`src/rtl/kronos_imem_responder_pkg.sv`:
```
// Shared types for the Kronos instruction-memory responder: FSM state
// encoding and the NOP word returned for out-of-range fetches.
package kronos_types;

    localparam logic [31:0] INSTR_NOP = 32'h0000_0013;

    typedef enum logic [1:0] {
        IDLE    = 2'd0,
        WAITING = 2'd1,
        ACK     = 2'd2
    } imem_state_e;

endpackage

```
`src/rtl/kronos_imem_responder.sv`:
```
// Instruction-fetch responder in front of an external single-port SRAM:
// accepts one fetch per cycle when pipelined, adds WAIT stall cycles per access.
//
// state   | meaning
// IDLE    | no access outstanding
// WAITING | access accepted, counting down wait states
// ACK     | ack cycle; a new fetch may be accepted here
module kronos_imem_responder
    import kronos_types::*;
#(
    parameter int  WORDS = 256,
    parameter int  WAIT  = 0,
    localparam int AW    = $clog2(WORDS)
) (
    input  logic          clk,
    input  logic          rstz,
    input  logic [31:0]   instr_addr,
    input  logic          instr_req,
    output logic [31:0]   instr_data,
    output logic          instr_ack,
    output logic [AW-1:0] mem_addr,
    output logic          mem_en,
    input  logic [31:0]   mem_rdata,
    input  logic          arb_busy
);

    localparam logic [29:0] WORDS_W = 30'(WORDS);
    localparam logic [2:0]  WAIT_C  = 3'(WAIT);

    imem_state_e state_q, state_d;
    logic [2:0]  cnt_q, cnt_d;
    logic [31:0] data_q, data_d;
    logic        oob_q, oob_d;

    logic in_range;
    logic accept;
    logic unused_addr_bits;

    assign unused_addr_bits = ^instr_addr[1:0];

    assign in_range = (instr_addr[31:2] < WORDS_W);
    // Only WAITING blocks acceptance; ACK retires its access this cycle.
    assign accept   = rstz & instr_req & ~arb_busy & (state_q != WAITING);
    assign mem_en   = accept & in_range;
    assign mem_addr = instr_addr[AW+1:2];

    always_comb begin
        state_d = state_q;
        cnt_d   = cnt_q;
        data_d  = data_q;
        oob_d   = oob_q;
        case (state_q)
            IDLE, ACK: begin
                if (accept) begin
                    oob_d = ~in_range;
                    if (WAIT == 0) begin
                        state_d = ACK;
                        cnt_d   = 3'd0;
                    end else begin
                        state_d = WAITING;
                        cnt_d   = WAIT_C;
                    end
                end else begin
                    state_d = IDLE;
                end
            end
            WAITING: begin
                // First WAITING cycle is the one where the SRAM presents data.
                if (cnt_q == WAIT_C) begin
                    data_d = mem_rdata;
                end
                cnt_d = (cnt_q == 3'd0) ? 3'd0 : cnt_q - 3'd1;
                if (cnt_q <= 3'd1) begin
                    state_d = ACK;
                end
            end
            default: begin
                state_d = IDLE;
                cnt_d   = 3'd0;
            end
        endcase
    end

    always_ff @(posedge clk or negedge rstz) begin
        if (!rstz) begin
            state_q <= IDLE;
            cnt_q   <= 3'd0;
            data_q  <= 32'd0;
            oob_q   <= 1'b0;
        end else begin
            state_q <= state_d;
            cnt_q   <= cnt_d;
            data_q  <= data_d;
            oob_q   <= oob_d;
        end
    end

    always_comb begin
        instr_ack  = (state_q == ACK);
        instr_data = 32'd0;
        if (instr_ack) begin
            if (oob_q) begin
                instr_data = INSTR_NOP;
            end else if (WAIT == 0) begin
                instr_data = mem_rdata;
            end else begin
                instr_data = data_q;
            end
        end
    end

endmodule
```
`config.mk`:
```
export PLATFORM = sky130hd
export DESIGN_NAME = kronos_imem_responder
export DESIGN_NICKNAME = d
export VERILOG_FILES = /design/src/rtl/kronos_imem_responder_pkg.sv /design/src/rtl/kronos_imem_responder.sv
export SDC_FILE = /design/constraint.sdc
export NUM_CORES = 1
export LEC_CHECK = 0
export CORE_AREA = 5 5 59 61
export CTS_CLUSTER_DIAMETER = 30
export DETAILED_ROUTE_END_ITERATION = 10
export DIE_AREA = 0 0 64 66
export GPL_ROUTABILITY_DRIVEN = 0
export HOLD_SLACK_MARGIN = 0.1
export MAX_ROUTING_LAYER = met4
export PLACE_DENSITY = 0.74
export SYNTH_ARGS = -nofsm -noshare
export SYNTH_HDL_FRONTEND = slang
export SYNTH_SLANG_ARGS = --single-unit
```
`constraint.sdc`:
```
create_clock -name clk -period 1.3 [get_ports clk]
set_input_delay 0.13 -clock clk [delete_from_list [all_inputs] [get_ports clk]]
set_output_delay 0.13 -clock clk [all_outputs]
set_load 0.05 [all_outputs]
```
==> flow_metrics.env <==
export IMPL_run_status="complete, but fails checks"
export IMPL_failed_checks="negative setup slack"
export IMPL_area_growth_pct=339
export IMPL_grt_busiest_layer="met2"
export IMPL_drt_wirelength_per_cell_um=14.6
export IMPL_startpoint_type="flop"
export IMPL_final_common_cell="buf_12"
export IMPL_clk_pin_slew_worst_paths_ns=0.03
export IMPL_vdd_drop_max_mv=0.356
export IMPL_syn_mean_instance_area_um2=7.10
export IMPL_critPathRequiredTime_ns=1.17
export IMPL_fin_area_mm2=0.00181
export IMPL_cp_top_family="flip-flops"
export IMPL_antenna_found_initial=0
export IMPL_maxCapViolCount=0
export IMPL_met3_usage=0.0408
export IMPL_diodes=0
export IMPL_slowest_delay_ns=0.42
export IMPL_synth_compound_gate_area_share=0.0760
export IMPL_synth_top_area_cell="and2_1"
export IMPL_dp_hpwl_um=2350
export IMPL_via_per_inst=4.28
export IMPL_synth_xor_area_frac=0
export IMPL_synth_cells=58
export IMPL_postLayoutSetupSlackWorst_ns=-0.126
export IMPL_rsz0062_at_grt="true"
export IMPL_finish_net_count=219
export IMPL_fin_setup_tns_ns=-3.26
export IMPL_route_detailed_drc=0
export IMPL_grt_overflow_total=0
export IMPL_ff_latch_area_um2=52.6
export IMPL_final_cell_mix="35 x buf_12, 32 x clkdlybuf4s50_1, 26 x and2_4"
export IMPL_cts_sinks=2
export IMPL_finalPower_uw=448
export IMPL_die_w_um=64
export IMPL_num_rows=20
export IMPL_tightest_slew_ns=0.274
export IMPL_grt_max_degree=30
export IMPL_layout_min_cycle_time_ns=1.43
export IMPL_hold_class="in -> out"
export IMPL_yosysSeqAreaShare=0.122
export IMPL_crit_fanout=14
export IMPL_holdWs_ns=0.260
export IMPL_synth_net_count=126
export IMPL_num_vias=783
export IMPL_ys_ff_latch=2
export IMPL_synth_area_um2=412
export IMPL_synth_top_family_by_area="simple AND/OR/NAND/NOR gates"
export IMPL_pin_count=110
export IMPL_first_pass_iters=2
export IMPL_dieArea_mm2=0.00422
export IMPL_cellLeakagePower_nw=0.783
export IMPL_yosysUniqueCellTypes=15
export IMPL_slew_headroom=0.816
export IMPL_grt_pass1_vias=827
export IMPL_htree_num_levels=1
export IMPL_power_density_mw_per_mm2=248
export IMPL_crit_path_top_delay_cell="dfrtp_2"
export IMPL_path_class="reg -> out"
export IMPL_start_util=0.141
export IMPL_fillers=249
export IMPL_setup_viol=30
export IMPL_yosys_area_share_adder=0
export IMPL_root_buffer="clkbuf_4"
export IMPL_cts_tree="done"
export IMPL_yosysTopAreaCellShare=0.441
export IMPL_clock_fmax_ghz=0.702
export IMPL_drv_slew=0
export IMPL_endpoint_kind="output pin"
export IMPL_grtUsageMet1=0.121
export IMPL_fin_skew_ns=0
export IMPL_io_buffers=91
export IMPL_cp_arrival_ns=1.30
export IMPL_antenna_left=0
export IMPL_cts_buffer_depth=2
export IMPL_ys_warn_count=0
export IMPL_drive_gt1_frac=0.620
export IMPL_routed_wl_um=2670
export IMPL_fp_coreArea_mm2=0.00293
export IMPL_crit_buf_inv=2
export IMPL_dpl_cell_area_mm2=0.00177
export IMPL_drt_initial_drc_count=18
export IMPL_min_period_over_period=1.10
export IMPL_use_met2=0.209
export IMPL_die_height_um=66
export IMPL_grt_total_usage=0.119
export IMPL_multi_input_comb_area_um2=394
export IMPL_worstSkewPairLatency_ns=0.23
export IMPL_crit_chain="nor2b_4, clkbuf_16, and2_4, buf_12"
export IMPL_cts_made_buffers=3
export IMPL_pre_cts_ws_ns=-0.445
export IMPL_yosys_mux_area_fraction=0
export IMPL_finalHoldViolCount=0
export IMPL_yosys_area_share_simple=0.620
export IMPL_grt_pass1_wl_um=3800
export IMPL_synthTopCellsByArea="and2_1 44%, buf_4 15%, dfrtp_1 12%"
## stage by stage
stage | util | cells
2_1_floorplan | - | 58
3_3_place_gp | 0.605 | 176
3_5_place_dp | 0.605 | 176
4_1_cts | 0.610 | 181
5_1_grt | 0.617 | 183
6_report | 0.617 | 183
## final timing paths
check | end | from | cells after the start | slack, ns
min in group asynchronous | state_q[1] | rstz | 3 | 0.47
worst max-delay path | instr_data[16] | oob_q | 4 | -0.13
max in group asynchronous | oob_q | rstz | 3 | 0.73
worst min-delay path | mem_addr[0] | instr_addr[2] | 0 | 0.26
worst min register to register | oob_q | oob_q | 1 | 0.56
worst max register to register | oob_q | oob_q | 1 | 0.55
## kinds of logic (layout without fill, tap and decap cells)
kind of cell,count (synthesis),count (layout)
buf+inv,12,104
compound gates,4,4
flops,2,2
simple gates,40,40
## metal layers
metal / part of all wire / vias to the layer above
met5: 0 / -
met4: 0.0094 / 0
met3: 0.13 / 4
met2: 0.49 / 80
met1: 0.37 / 331
li1: - / 368
## cells in the mapped netlist, drive strengths merged
| cell type | number |
|---|---|
| and2 | 29 |
| buf | 8 |
| nor4 | 4 |
| clkbuf | 3 |
| o21a | 3 |
| dfrtp | 2 |
| or4 | 2 |
| inv | 1 |
| nand3b | 1 |
| nand4 | 1 |
| nor2 | 1 |
| nor2b | 1 |
| o22a | 1 |
| or3 | 1 |
## flip-flops by register name, summed over array words and instances (netlist names)
register,flops
oob_q,1
state_q,1
## final cells by class
| cell class | instances | share of cell area |
|---|---|---|
| well taps | 33 | 0.0229 |
| multi-input cells | 44 | 0.218 |
| repair buffers | 99 | 0.713 |
| clock buffers | 4 | 0.0145 |
| flip-flops and latches | 2 | 0.0291 |
| inverters | 1 | 0.00208 |
## timing repair
| action | in CTS | in global routing |
|---|---|---|
| setup endpoints to repair | 31 | 30 |
| gates resized for setup | 46 | 20 |
| hold buffers | 1 | 0 |
| cloned | 0 | 1 |
| endpoints found under the hold margin | 2 | 0 |
| setup buffers | 0 | 1 |
| pin swaps | 9 | 9 |
## where the power goes
part | switching [mW] | internal (mW)
registers | 0.000659 | 0.0641
logic | 0.0620 | 0.157
clock network | 0.0499 | 0.115
total | 0.113 | 0.336
Power figures use the tool's default switching activity.
